### src/rtl/csi2_lane_byte_align_pkg.sv
// Shared types and helpers for the CSI-2 per-lane byte aligner.
package csi2_align_pkg;

    // Aligner control states
    typedef enum logic [1:0] {
        IDLE   = 2'd0,
        HUNT   = 2'd1,
        LOCKED = 2'd2
    } state_t;

    // HS leader sync byte, LSB = first bit on the wire
    localparam logic [7:0] SYNC_PATTERN_DEF = 8'hB8;

    // Mask of the k window bits that sit below a sync candidate at offset k;
    // those bits must be HS-zero for the candidate to count.
    function automatic logic [15:0] offset_mask(input logic [2:0] k);
        return (16'd1 << k) - 16'd1;
    endfunction

endpackage

### src/rtl/csi2_lane_byte_align_if.sv
// Lane-side bus of the byte aligner: bit-aligner inputs and merger outputs.
interface csi2_lane_byte_align_if;

    logic       BIT_ALGN_DONE;
    logic       LP_IN;
    logic [7:0] DATA_IN;
    logic       DATA_VALID;
    logic [7:0] BYTE_OUT;
    logic       BYTE_VALID;
    logic       SYNC_FOUND;
    logic       SYNC_ERR;
    logic       LOCKED;
    logic [2:0] BYTE_OFFSET;

    // Upstream side: drives deserialised data, observes aligned bytes
    modport master (
        output BIT_ALGN_DONE, LP_IN, DATA_IN, DATA_VALID,
        input  BYTE_OUT, BYTE_VALID, SYNC_FOUND, SYNC_ERR, LOCKED, BYTE_OFFSET
    );

    // Aligner side
    modport slave (
        input  BIT_ALGN_DONE, LP_IN, DATA_IN, DATA_VALID,
        output BYTE_OUT, BYTE_VALID, SYNC_FOUND, SYNC_ERR, LOCKED, BYTE_OFFSET
    );

endinterface

### src/rtl/csi2_lane_byte_align_sync_detect.sv
// Combinational sync-byte search over a 16-bit window at bit offsets 0..7.
// The lowest matching offset wins.
module csi2_sync_detect
    import csi2_align_pkg::*;
(
    input  logic [15:0] win_i,
    input  logic [7:0]  pattern_i,
    output logic        match_o,
    output logic [2:0]  offset_o
);

    // Priority encode: scan from the top so the lowest hit is written last
    always_comb begin
        match_o  = 1'b0;
        offset_o = 3'd0;
        for (int k = 7; k >= 0; k--) begin
            if ((win_i[4'(k) +: 8] == pattern_i) &&
                ((win_i & offset_mask(3'(k))) == 16'd0)) begin
                match_o  = 1'b1;
                offset_o = 3'(k);
            end
        end
    end

endmodule

### src/rtl/csi2_lane_byte_align.sv
// Per-lane CSI-2 HS byte aligner. Hunts for the sync byte at any bit offset
// once bit alignment is done, then emits byte-aligned payload with one cycle
// of latency. Any LP entry or loss of bit alignment drops back to IDLE.
module csi2_lane_byte_align
    import csi2_align_pkg::*;
#(
    parameter logic [7:0] SYNC_PATTERN  = SYNC_PATTERN_DEF,
    parameter int         TIMEOUT_WIDTH = 10
) (
    input  logic                   SCLK,
    input  logic                   RESET,
    csi2_lane_byte_align_if.slave  lane
);

    localparam logic [TIMEOUT_WIDTH-1:0] CNT_LAST = '1;

    state_t                   state_q;
    logic [7:0]               prev_q;
    logic [7:0]               byte_q;
    logic                     byte_vld_q;
    logic                     found_q;
    logic                     err_q;
    logic                     locked_q;
    logic [2:0]               off_q;
    logic [TIMEOUT_WIDTH-1:0] cnt_q;
    logic [TIMEOUT_WIDTH-1:0] cnt_d;

    logic [15:0] win;
    logic        match;
    logic [2:0]  match_off;
    logic        exit_req;

    // Current byte on top of the previous one: a sync spanning two beats is
    // visible in a single window.
    assign win      = {lane.DATA_IN, prev_q};
    assign exit_req = lane.LP_IN | ~lane.BIT_ALGN_DONE;
    assign cnt_d    = cnt_q + 1'b1;

    csi2_sync_detect u_sync_detect (
        .win_i     (win),
        .pattern_i (SYNC_PATTERN),
        .match_o   (match),
        .offset_o  (match_off)
    );

    // Hunt/lock state machine; every output comes straight from a flop
    always_ff @(posedge SCLK or posedge RESET) begin
        if (RESET) begin
            state_q    <= IDLE;
            prev_q     <= 8'h00;
            cnt_q      <= '0;
            byte_q     <= 8'h00;
            byte_vld_q <= 1'b0;
            found_q    <= 1'b0;
            err_q      <= 1'b0;
            locked_q   <= 1'b0;
            off_q      <= 3'd0;
        end else begin
            byte_vld_q <= 1'b0;
            found_q    <= 1'b0;
            err_q      <= 1'b0;
            // The window history runs in every state so a hunt can start
            // on the very next beat.
            if (lane.DATA_VALID) begin
                prev_q <= lane.DATA_IN;
            end
            if (exit_req) begin
                state_q  <= IDLE;
                locked_q <= 1'b0;
                cnt_q    <= '0;
            end else begin
                case (state_q)
                    IDLE: begin
                        state_q <= HUNT;
                        cnt_q   <= '0;
                    end
                    HUNT: begin
                        if (lane.DATA_VALID) begin
                            if (match) begin
                                // Sync byte is consumed, never forwarded
                                state_q  <= LOCKED;
                                locked_q <= 1'b1;
                                off_q    <= match_off;
                                found_q  <= 1'b1;
                                cnt_q    <= '0;
                            end else if (cnt_d == CNT_LAST) begin
                                err_q <= 1'b1;
                                cnt_q <= '0;
                            end else begin
                                cnt_q <= cnt_d;
                            end
                        end
                    end
                    LOCKED: begin
                        // Payload may legitimately contain the sync value,
                        // so the offset stays fixed until the next exit.
                        if (lane.DATA_VALID) begin
                            byte_q     <= win[{1'b0, off_q} +: 8];
                            byte_vld_q <= 1'b1;
                        end
                    end
                    default: begin
                        state_q  <= IDLE;
                        locked_q <= 1'b0;
                    end
                endcase
            end
        end
    end

    assign lane.BYTE_OUT    = byte_q;
    assign lane.BYTE_VALID  = byte_vld_q;
    assign lane.SYNC_FOUND  = found_q;
    assign lane.SYNC_ERR    = err_q;
    assign lane.LOCKED      = locked_q;
    assign lane.BYTE_OFFSET = off_q;

endmodule

### src/flat_wrapper.sv
// flat-port wrapper written by rule: the top's interface ports become plain ports
module csi2_lane_byte_align_flat import csi2_align_pkg::*;
#(
    parameter logic [7:0] SYNC_PATTERN  = SYNC_PATTERN_DEF,
    parameter int         TIMEOUT_WIDTH = 10
)
  (SCLK, RESET, lane_BIT_ALGN_DONE, lane_LP_IN, lane_DATA_IN, lane_DATA_VALID, lane_BYTE_OUT, lane_BYTE_VALID, lane_SYNC_FOUND, lane_SYNC_ERR, lane_LOCKED, lane_BYTE_OFFSET);
  csi2_lane_byte_align_if lane_i ();
  input  logic SCLK;
  input  logic RESET;
  input wire logic [$bits(lane_i.BIT_ALGN_DONE)-1:0] lane_BIT_ALGN_DONE;
  input wire logic [$bits(lane_i.LP_IN)-1:0] lane_LP_IN;
  input wire logic [$bits(lane_i.DATA_IN)-1:0] lane_DATA_IN;
  input wire logic [$bits(lane_i.DATA_VALID)-1:0] lane_DATA_VALID;
  output wire logic [$bits(lane_i.BYTE_OUT)-1:0] lane_BYTE_OUT;
  output wire logic [$bits(lane_i.BYTE_VALID)-1:0] lane_BYTE_VALID;
  output wire logic [$bits(lane_i.SYNC_FOUND)-1:0] lane_SYNC_FOUND;
  output wire logic [$bits(lane_i.SYNC_ERR)-1:0] lane_SYNC_ERR;
  output wire logic [$bits(lane_i.LOCKED)-1:0] lane_LOCKED;
  output wire logic [$bits(lane_i.BYTE_OFFSET)-1:0] lane_BYTE_OFFSET;
  assign lane_i.BIT_ALGN_DONE = lane_BIT_ALGN_DONE;
  assign lane_i.LP_IN = lane_LP_IN;
  assign lane_i.DATA_IN = lane_DATA_IN;
  assign lane_i.DATA_VALID = lane_DATA_VALID;
  assign lane_BYTE_OUT = lane_i.BYTE_OUT;
  assign lane_BYTE_VALID = lane_i.BYTE_VALID;
  assign lane_SYNC_FOUND = lane_i.SYNC_FOUND;
  assign lane_SYNC_ERR = lane_i.SYNC_ERR;
  assign lane_LOCKED = lane_i.LOCKED;
  assign lane_BYTE_OFFSET = lane_i.BYTE_OFFSET;
  csi2_lane_byte_align #(.SYNC_PATTERN(SYNC_PATTERN), .TIMEOUT_WIDTH(TIMEOUT_WIDTH)) u_core (.SCLK(SCLK), .RESET(RESET), .lane(lane_i));
endmodule
### config.mk
export PLATFORM = sky130hd
export DESIGN_NAME = csi2_lane_byte_align_flat
export DESIGN_NICKNAME = d
export VERILOG_FILES = /design/src/rtl/csi2_lane_byte_align_pkg.sv /design/src/rtl/csi2_lane_byte_align_if.sv /design/src/rtl/csi2_lane_byte_align_sync_detect.sv /design/src/rtl/csi2_lane_byte_align.sv /design/src/flat_wrapper.sv
export SDC_FILE = /design/constraint.sdc
export NUM_CORES = 1
export LEC_CHECK = 0
export ABC_CLOCK_PERIOD_IN_PS = 1990
export CORE_MARGIN = 4
export CORE_UTILIZATION = 50
export DETAILED_ROUTE_END_ITERATION = 10
export MAX_ROUTING_LAYER = met4
export PLACE_DENSITY_LB_ADDON = 0.15
export SETUP_SLACK_MARGIN = 0.1
export SLEW_MARGIN = 5
export SYNTH_ARGS = -nofsm -noshare
export SYNTH_HDL_FRONTEND = slang
export SYNTH_SLANG_ARGS = --single-unit
export TNS_END_PERCENT = 30
### constraint.sdc
create_clock -name SCLK -period 1.99 [get_ports SCLK]
set_input_delay 0.398 -clock SCLK [delete_from_list [all_inputs] [get_ports SCLK]]
set_output_delay 0.398 -clock SCLK [all_outputs]
set_load 0.02 [all_outputs]
# == Yosys cells after proc, flatten, opt, wreduce, memory -nomap -nowiden ==
# Cells that the tools add are included.
# totals
regBits,35
wordCells,92
output_inout_bits,15
inputBits,13
# classes
reduce_logical,22
addsub,1
eq_ne,15
n_bitwise,3
n_mux,41
shift,1
# op_table
cell,count
zero test 16 bit,7
"== test 8 bit, second input constant",8
2-to-1 mux 10 bit,4
2-to-1 mux 3 bit,8
2-to-1 mux 1 bit,23
case mux 10 bit (2 select lines),1
indexed part select 16 x 4 -> 8 bit,1
"adder 10 x 1 -> 10 bit, second input constant",1
"== test 10 bit, second input constant",1
AND reduction 3 bit,3
logical AND 1 bit,7
2-to-1 mux 2 bit,3
case mux 2 bit (3 select lines),1
"inequality test 2 x 1 -> 1 bit, second input constant",2
AND reduction 4 bit,1
"inequality test 3 x 1 -> 1 bit, second input constant",1
"inequality test 3 x 2 -> 1 bit, second input constant",1
nonzero test 3 bit,1
"== test 2 x 1 -> 1 bit, second input constant",1
"== test 2 bit, second input constant",1
zero test 2 bit,1
inverter 1 bit,2
case mux 1 bit (2 select lines),1
AND reduction 2 bit,1
other kinds (2),2

# == Depth between registers and ports, before layout ==
# Gate-level depths: netlist of the first run.
# depth
depth_word,14
depth_mapped,7

# == Modules after synthesis ==
# From an unflattened synthesis of the first run, not the netlist that was laid out.
# unflattened
hier_cells,304
hier_area_um2,2829.0
# by_module_without_submodules
mod,instances,area_per_inst_um2,cells_each,seq_area_each_um2
csi2_lane_byte_align,1,1885.6,180,875.8
csi2_sync_detect,1,943.4,124,0.0

# == Worst setup path before layout of the first run ==
# Ideal clock, no wire load.
# synth_path
kind,register -> register
start,register u_core.prev_q[0]
end,register u_core.off_q[0] (netlist: u_core.lane.BYTE_OFFSET[0])
required_ns,1.865
stages_incl_launch_ff,7
path_buffers,0
period_less_slack_ns,2.061
setup_ns,0.125
arrival_time_ns,1.936
slack_ns,-0.071
cell_sequence,dfrtp_1 -> or3_1 -> or4_4 -> a21oi_4 -> or2_4 -> and2_4 -> mux2_4
# synth_between
elab_chain_cells,11
word_cells_on_any_way,32
cone_classes,eq/ne: 1; mux: 16; reduce/logical: 15
# synth_rtl
item,line_no,text
start: declaration,csi2_lane_byte_align.sv:18,logic [7:0] prev_q;
start signal: assignment,csi2_lane_byte_align.sv:65,prev_q <= lane.DATA_IN;
zero test 16 bit,csi2_lane_byte_align_sync_detect.sv:18,((win_i & offset_mask(3'(k))) == 16'd0)) begin
logical AND 1 bit,csi2_lane_byte_align_sync_detect.sv:17,if ((win_i[4'(k) +: 8] == pattern_i) &&
2-to-1 mux 1 bit (8 in a row),csi2_lane_byte_align_sync_detect.sv:17,
AND reduction 4 bit (no line),--,
end signal: assignment,csi2_lane_byte_align.sv:83,off_q <= match_off;
end: declaration,csi2_lane_byte_align.sv:24,logic [2:0] off_q;
# Several ways; a longest one is shown, not always the timed one.
# A chain may end at the register's enable or synchronous reset.

# == Final worst setup path of the first run ==
# layout_path
start,register u_core.prev_q[0]
end,register u_core.off_q[1] (netlist: u_core.lane.BYTE_OFFSET[1])
# Same word-level chain as after synthesis.

==> impl_metrics.yaml, run 1 <==
clocking:
  htreeDepth: 2
  cts_made_buffers: 5
  clk_latency_ns: 0.29
  clockRootBuffer: "clkbuf_8"
  cts.clk_slew.worst_paths_ns: 0.07
  cts_tree: "yes"
  clockBufferDepth: 2
  cts_hold_buf: 0
  cts.sinks: 35
global_routing:
  grt_pass1_vias: 1882
  grt_pass1_wl_um: 8960
  grt_max_degree: 36
  overflow: 0
  antenna_found_initial: 0
  grt_use_total: 0.218
synth:
  synth_seq_cells: 35
  synth-async-reset-ratio: 1.00
  synth_compound_area_frac: 0.127
  synth_enable_flop_cells: 0
  yosysUniqueCellTypes: 54
  synth_mux_area_frac: 0.171
  ys_seq_area_frac: 0.401
  netlist_area_mm2: 0.00218
  avgSynthCellArea_um2: 10.1
  synth_fa_ha_area_frac: 0.0115
  synthSimpleGateAreaFrac: 0.228
  synth_top_family_by_area: "simple AND/OR/NAND/NOR gates"
  syn_nets: 231
  postSynthCellCount: 216
  synth_flop_cell: "dfrtp_1"
  ys.warnings.count: 0
  synth_xor_area_frac: 0.0120
layout:
  drive_gt1_frac: 0.316
  fin_nets: 296
  fin_cells: 332
  final_util: 0.737
  antenna_cells: 0
  synthToLayoutAreaGrowth_pct: 38.8
pwr:
  internal_power_w: 0.00135
  power_switching_w: 0.000396
  p_sw_frac: 0.226
  p_leak_nw: 1.29
  p_comb_frac: 0.132
  clockPowerShare: 0.437
  p_seq_frac: 0.431
  power.total_w: 0.00175
  power.density_mw_per_mm2: 577
  max-vdd-ir-drop_mv: 0.417
critical_path:
  critPathCaptureType: "flop"
  r2r-start: "u_core.prev_q[0]"
  cp.required_ns: 2.17
  critPathMaxFanout: 3
  rr_endpoint: "u_core.lane.BYTE_OFFSET[1]"
  start_kind: "flop"
  crit_type: "reg -> reg"
  arrival_ns: 2.30
  r2r_cells: 6
  rrSetupSlack_ns: -0.13
detailed_routing:
  drt_iter0_drc: 163
  via_per_inst: 5.78
  vias: 1918
  wl_um: 5230
  ant_nets: 0
  drcViolationCount: 0
  firstDrtPassIters: 4
  wl_per_cell_um: 15.7
timing:
  finalClockSkew_ns: 0.00696
  holdWs_ns: 0.475
  timing.final.ws_setup_ns: -0.131
  worstMarginPinSlew_ns: 0.438
  slew_viol_final: 0
  max_freq_mhz: 471
  layout_min_cycle_time_ns: 2.12
  finalCritPeriodShare: 1.07
  finalSetupViolCount: 10
  timing.final.hold_violations: 0
  rsz0062_at_grt: "true"
  relSlewSlack: 0.708
floorplan:
  ios: 28
  start_util: 0.531
  core_area_mm2: 0.00412
  die_w_um: 74.1
  die_y_um: 74.1
  dieArea_mm2: 0.00549
  placementRows: 23
min_path:
  holdPathStages: 2
  hold_start: "u_core.lane.BYTE_OUT[3]"
  hold_path_class: "reg -> reg"
  holdPathEnd: "u_core.lane.BYTE_OUT[3]"
status:
  status: "complete, but fails checks"
  violations: "negative setup slack"
place:
  place_inst: 317
  place_congestion: 0.847
  hpwl_um: 3570
  io_buffers: 27
job:
  max-cap-violations: 0
Yosys cell counts, types with 5 or more instances:
cell type | instances | area [µm²]
mux2i_1 | 13 | 130
mux4_2 | 5 | 113
nor2_1 | 8 | 30.0
nand2_1 | 28 | 105
nand3_1 | 8 | 40.0
nand4_1 | 5 | 31.3
o21ai_0 | 16 | 80.1
inv_1 | 9 | 33.8
a21oi_1 | 7 | 35.0
dfrtp_1 | 35 | 876
mux2_2 | 9 | 101
power by group through the flow:
stage / Sequential (W) / Combinational [W] / Clock [W]
2_1_floorplan: 0.000760 / 0.000107 / 0
3_3_place_gp: 0.000763 / 0.000203 / 0
3_5_place_dp: 0.000764 / 0.000206 / 0
4_1_cts: 0.000752 / 0.000222 / 0.000786
5_1_grt: 0.000758 / 0.000251 / 0.000813
6_report: 0.000755 / 0.000231 / 0.000765
how the worst max path moves through the flow:
stage	startpoint	end	slack, ns	cells after the start
6_report	u_core.prev_q[0]	u_core.lane.BYTE_OFFSET[1]	-0.13	6
2_1_floorplan	u_core.prev_q[0]	u_core.lane.BYTE_OFFSET[0]	-0.07	6
5_1_grt	u_core.prev_q[0]	u_core.lane.BYTE_OFFSET[0]	-0.17	6
3_3_place_gp	lane_DATA_IN[0]	u_core.lane.BYTE_OFFSET[0]	-0.53	7
4_1_cts	u_core.prev_q[0]	u_core.lane.BYTE_OFFSET[0]	-0.11	6
3_5_place_dp	lane_DATA_IN[4]	u_core.cnt_q[8]	-0.61	7
sequential cells by signal, indices dropped and copies added (netlist names):
name                     cells
u_core.lane.BYTE_VALID       1
u_core.lane.BYTE_OUT         8
u_core.lane.LOCKED           1
u_core.lane.BYTE_OFFSET      3
u_core.cnt_q                10
u_core.state_q               2
u_core.lane.SYNC_FOUND       1
u_core.prev_q                8
u_core.lane.SYNC_ERR         1
per-stage QoR:
step                      setup TNS [ns]  instance area (µm²)  setup slack, ns
after floorplan                   -0.136                 2180          -0.0679
after global placement             -7.71                 2690           -0.531
after detailed placement           -8.30                 2690           -0.613
after CTS                         -0.309                 2970           -0.107
after global routing               -1.12                 3030           -0.172
final                             -0.452                 3030           -0.131
placed cells by master, fill, tap and decap left out, types with 3 or more instances in the layout:
master           instances
nor3_1                   4
nor2_1                   8
a21oi_1                  7
dfrtp_1                 33
and3b_1                  3
nand4_1                  5
nand3_1                  8
nor2b_1                  4
o21ai_1                  3
mux2i_1                 13
mux2_2                   9
o21ai_0                 12
dlygate4sd2_1            4
clkdlybuf4s50_1         23
inv_1                    9
clkbuf_8                 5
mux4_2                   5
nand2_1                 28
buf_4                   36
cell type report:
class | instances | area [µm²]
clock inverters | 2 | 60.1
clock buffers | 6 | 72.6
well taps | 50 | 62.6
multi-input cells | 163 | 1310
inverters | 9 | 33.8
fillers | 308 | 1080
repair buffers | 67 | 612
flip-flops and latches | 35 | 878
repair_timing:
action / CTS / global route
setup endpoints to repair: 17 / 18
gates resized for setup: 21 / 10
setup buffers: 4 / 2
pin swaps: 6 / 4
cloned: 1 / 0
logic make-up (layout without fill, tap and decap cells):
| group | after synthesis | after routing |
|---|---|---|
| flip-flops | 35 | 35 |
| multiplexers | 29 | 29 |
| adder cells (fa/ha/maj) | 2 | 2 |
| XOR/XNOR | 3 | 3 |
| AND/OR/NAND/NOR | 86 | 86 |
| buffers and inverters | 18 | 84 |
| AO/OA/AOI/OAI | 43 | 43 |
critical path: stages, from the launching register on:
cell and delay (ns):
dfrtp_1 0.39, or3_4 0.39, or4_4 0.44, a21oi_4 0.18
or2_4 0.15, and2_4 0.16, mux2_4 0.29
routing by layer:
| layer | vias to the layer above | routed length, µm | global-route usage |
|---|---|---|---|
| li1 | 933 | - | - |
| met4 | 0 | 78 | 0.0644 |
| met5 | - | 0 | - |
| met2 | 46 | 2440 | 0.333 |
| met3 | 7 | 244 | 0.0459 |
| met1 | 932 | 2460 | 0.294 |
Note: power is estimated with default switching activity, not from simulation.
==> run 2: changes to the inputs <==
--- a/config.mk
+++ b/config.mk
@@ -6,7 +6,7 @@
 export NUM_CORES = 1
 export LEC_CHECK = 0
 export ABC_CLOCK_PERIOD_IN_PS = 1990
-export CORE_MARGIN = 4
+export CORE_MARGIN = 3
 export CORE_UTILIZATION = 50
 export DETAILED_ROUTE_END_ITERATION = 10
 export MAX_ROUTING_LAYER = met4
==> impl_metrics.yaml, run 2 (same netlist as run 1, synthesis figures left out) <==
floorplan:
  ios: 28
  core_area_mm2: 0.00412
  die_y_um: 72.1
  placementRows: 23
  die_w_um: 72.1
  dieArea_mm2: 0.00520
  start_util: 0.531
timing:
  layout_min_cycle_time_ns: 2.06
  max_freq_mhz: 485
  rsz0062_at_grt: "true"
  finalCritPeriodShare: 1.04
  worstMarginPinSlew_ns: 0.445
  timing.final.hold_violations: 0
  finalClockSkew_ns: 0.00928
  finalSetupViolCount: 2
  timing.final.ws_setup_ns: -0.0710
  relSlewSlack: 0.703
  slew_viol_final: 0
  holdWs_ns: 0.476
layout:
  fin_nets: 301
  final_util: 0.729
  antenna_cells: 0
  largest_register: "u_core.cnt_q"
  drive_gt1_frac: 0.328
  layout_common_cells: "42 x buf_4, 34 x dfrtp_1, 28 x nand2_1, 20 x clkdlybuf4s50_1"
  mostFrequentLayoutCell: "buf_4"
  synthToLayoutAreaGrowth_pct: 37.4
  fillers: 301
  largest_reg_flops: 10
critical_path:
  rr_endpoint: "u_core.lane.BYTE_OFFSET[1]"
  cp_cell_sequence: "or3_4 -> or4_4 -> a21oi_4 -> or2_4 -> and2_4 -> mux2_4"
  cp.required_ns: 2.17
  arrival_ns: 2.24
  r2r_cells: 6
  cp-startpoint: "u_core.prev_q[0]"
  r2r-start: "u_core.prev_q[0]"
  cpPeakStageDelay_ns: 0.44
  start_kind: "flop"
  rrSetupSlack_ns: -0.07
  crit_type: "reg -> reg"
  critPathMaxFanout: 3
  critPathCaptureType: "flop"
  cp_slowest_cell: "or4_4"
clocking:
  cts.clk_slew.worst_paths_ns: 0.07
  clockRootBuffer: "clkbuf_8"
  cts_hold_buf: 0
  cts_tree: "yes"
  htreeDepth: 2
  clk_latency_ns: 0.29
  cts.sinks: 35
  clockBufferDepth: 2
  cts_made_buffers: 5
min_path:
  holdPathEnd: "u_core.prev_q[3]"
  holdPathStages: 2
  hold_start: "lane_DATA_IN[3]"
  hold_path_class: "in -> reg"
status:
  violations: "negative setup slack"
  status: "complete, but fails checks"
detailed_routing:
  wl_um: 5110
  via_per_inst: 5.65
  drt_iter0_drc: 134
  ant_nets: 0
  vias: 1905
  drcViolationCount: 0
  firstDrtPassIters: 4
  wl_per_cell_um: 15.2
place:
  hpwl_um: 3460
  io_buffers: 27
  place_congestion: 0.889
global_routing:
  grt_pass1_vias: 1857
  grt_max_degree: 36
  grt_use_total: 0.221
  antenna_found_initial: 0
  grt_pass1_wl_um: 8780
  overflow: 0
pwr:
  clockPowerShare: 0.407
  power.total_w: 0.00165
  p_seq_frac: 0.457
  internal_power_w: 0.00125
  p_sw_frac: 0.238
  power.density_mw_per_mm2: 548
  p_comb_frac: 0.137
  p_leak_nw: 1.32
  max-vdd-ir-drop_mv: 0.464
  power_switching_w: 0.000391
job:
  max-cap-violations: 0
run 2: worst max-delay path: cells and delay by family (launching register included):
kind	cells	cell delay, ns
multiplexers	1	0.29
AO/OA/AOI/OAI	1	0.16
AND/OR/NAND/NOR	4	1.13
flip-flops	1	0.38
run 2: power by group through the flow:
stage,Sequential (W),Combinational (W),Clock [W]
after floorplan,0.000760,0.000107,0
after global placement,0.000763,0.000204,0
after detailed placement,0.000763,0.000206,0
after CTS,0.000751,0.000221,0.000685
after global routing,0.000755,0.000248,0.000712
final,0.000752,0.000225,0.000669
run 2: per-stage QoR:
step,instances,area [µm²],TNS (ns),setup slack [ns]
floorplan,216,2180,-0.136,-0.0679
global placement,320,2710,-7.63,-0.520
detailed placement,320,2710,-8.89,-0.640
CTS,335,2960,-0.0946,-0.0482
global route,337,3000,-0.553,-0.125
finish,337,3000,-0.138,-0.0710
run 2: area by class of cell:
class                   instances  area (µm²)  share of cell area
well taps                      50        62.6              0.0208
multi-input cells             163        1300               0.432
clock buffers                   6        82.6              0.0275
repair buffers                 72         614               0.205
flip-flops and latches         35         877               0.292
clock inverters                 2        35.0              0.0117
inverters                       9        33.8              0.0113
run 2: worst max path at each step:
stage                                             to
after floorplan           u_core.lane.BYTE_OFFSET[0]
after global placement    u_core.lane.BYTE_OFFSET[0]
after detailed placement             u_core.cnt_q[8]
after CTS                 u_core.lane.BYTE_OFFSET[1]
after global routing      u_core.lane.BYTE_OFFSET[1]
final                     u_core.lane.BYTE_OFFSET[1]
run 2: routing by layer:
layer,vias to the layer above,share of wire,GRT usage
met2,57,0.46,0.321
met4,0,0.0094,0.0585
li1,938,-,-
met3,4,0.054,0.0540
met5,-,0,-
met1,906,0.47,0.311
run 2: repair_timing:
| action | in CTS | in global routing |
|---|---|---|
| gates resized for setup | 20 | 11 |
| hold endpoints to repair | 0 | 0 |
| buffers inserted | 7 | 2 |
| setup endpoints to repair | 17 | 17 |
| pin swaps | 6 | 11 |
| gates cloned | 0 | 0 |
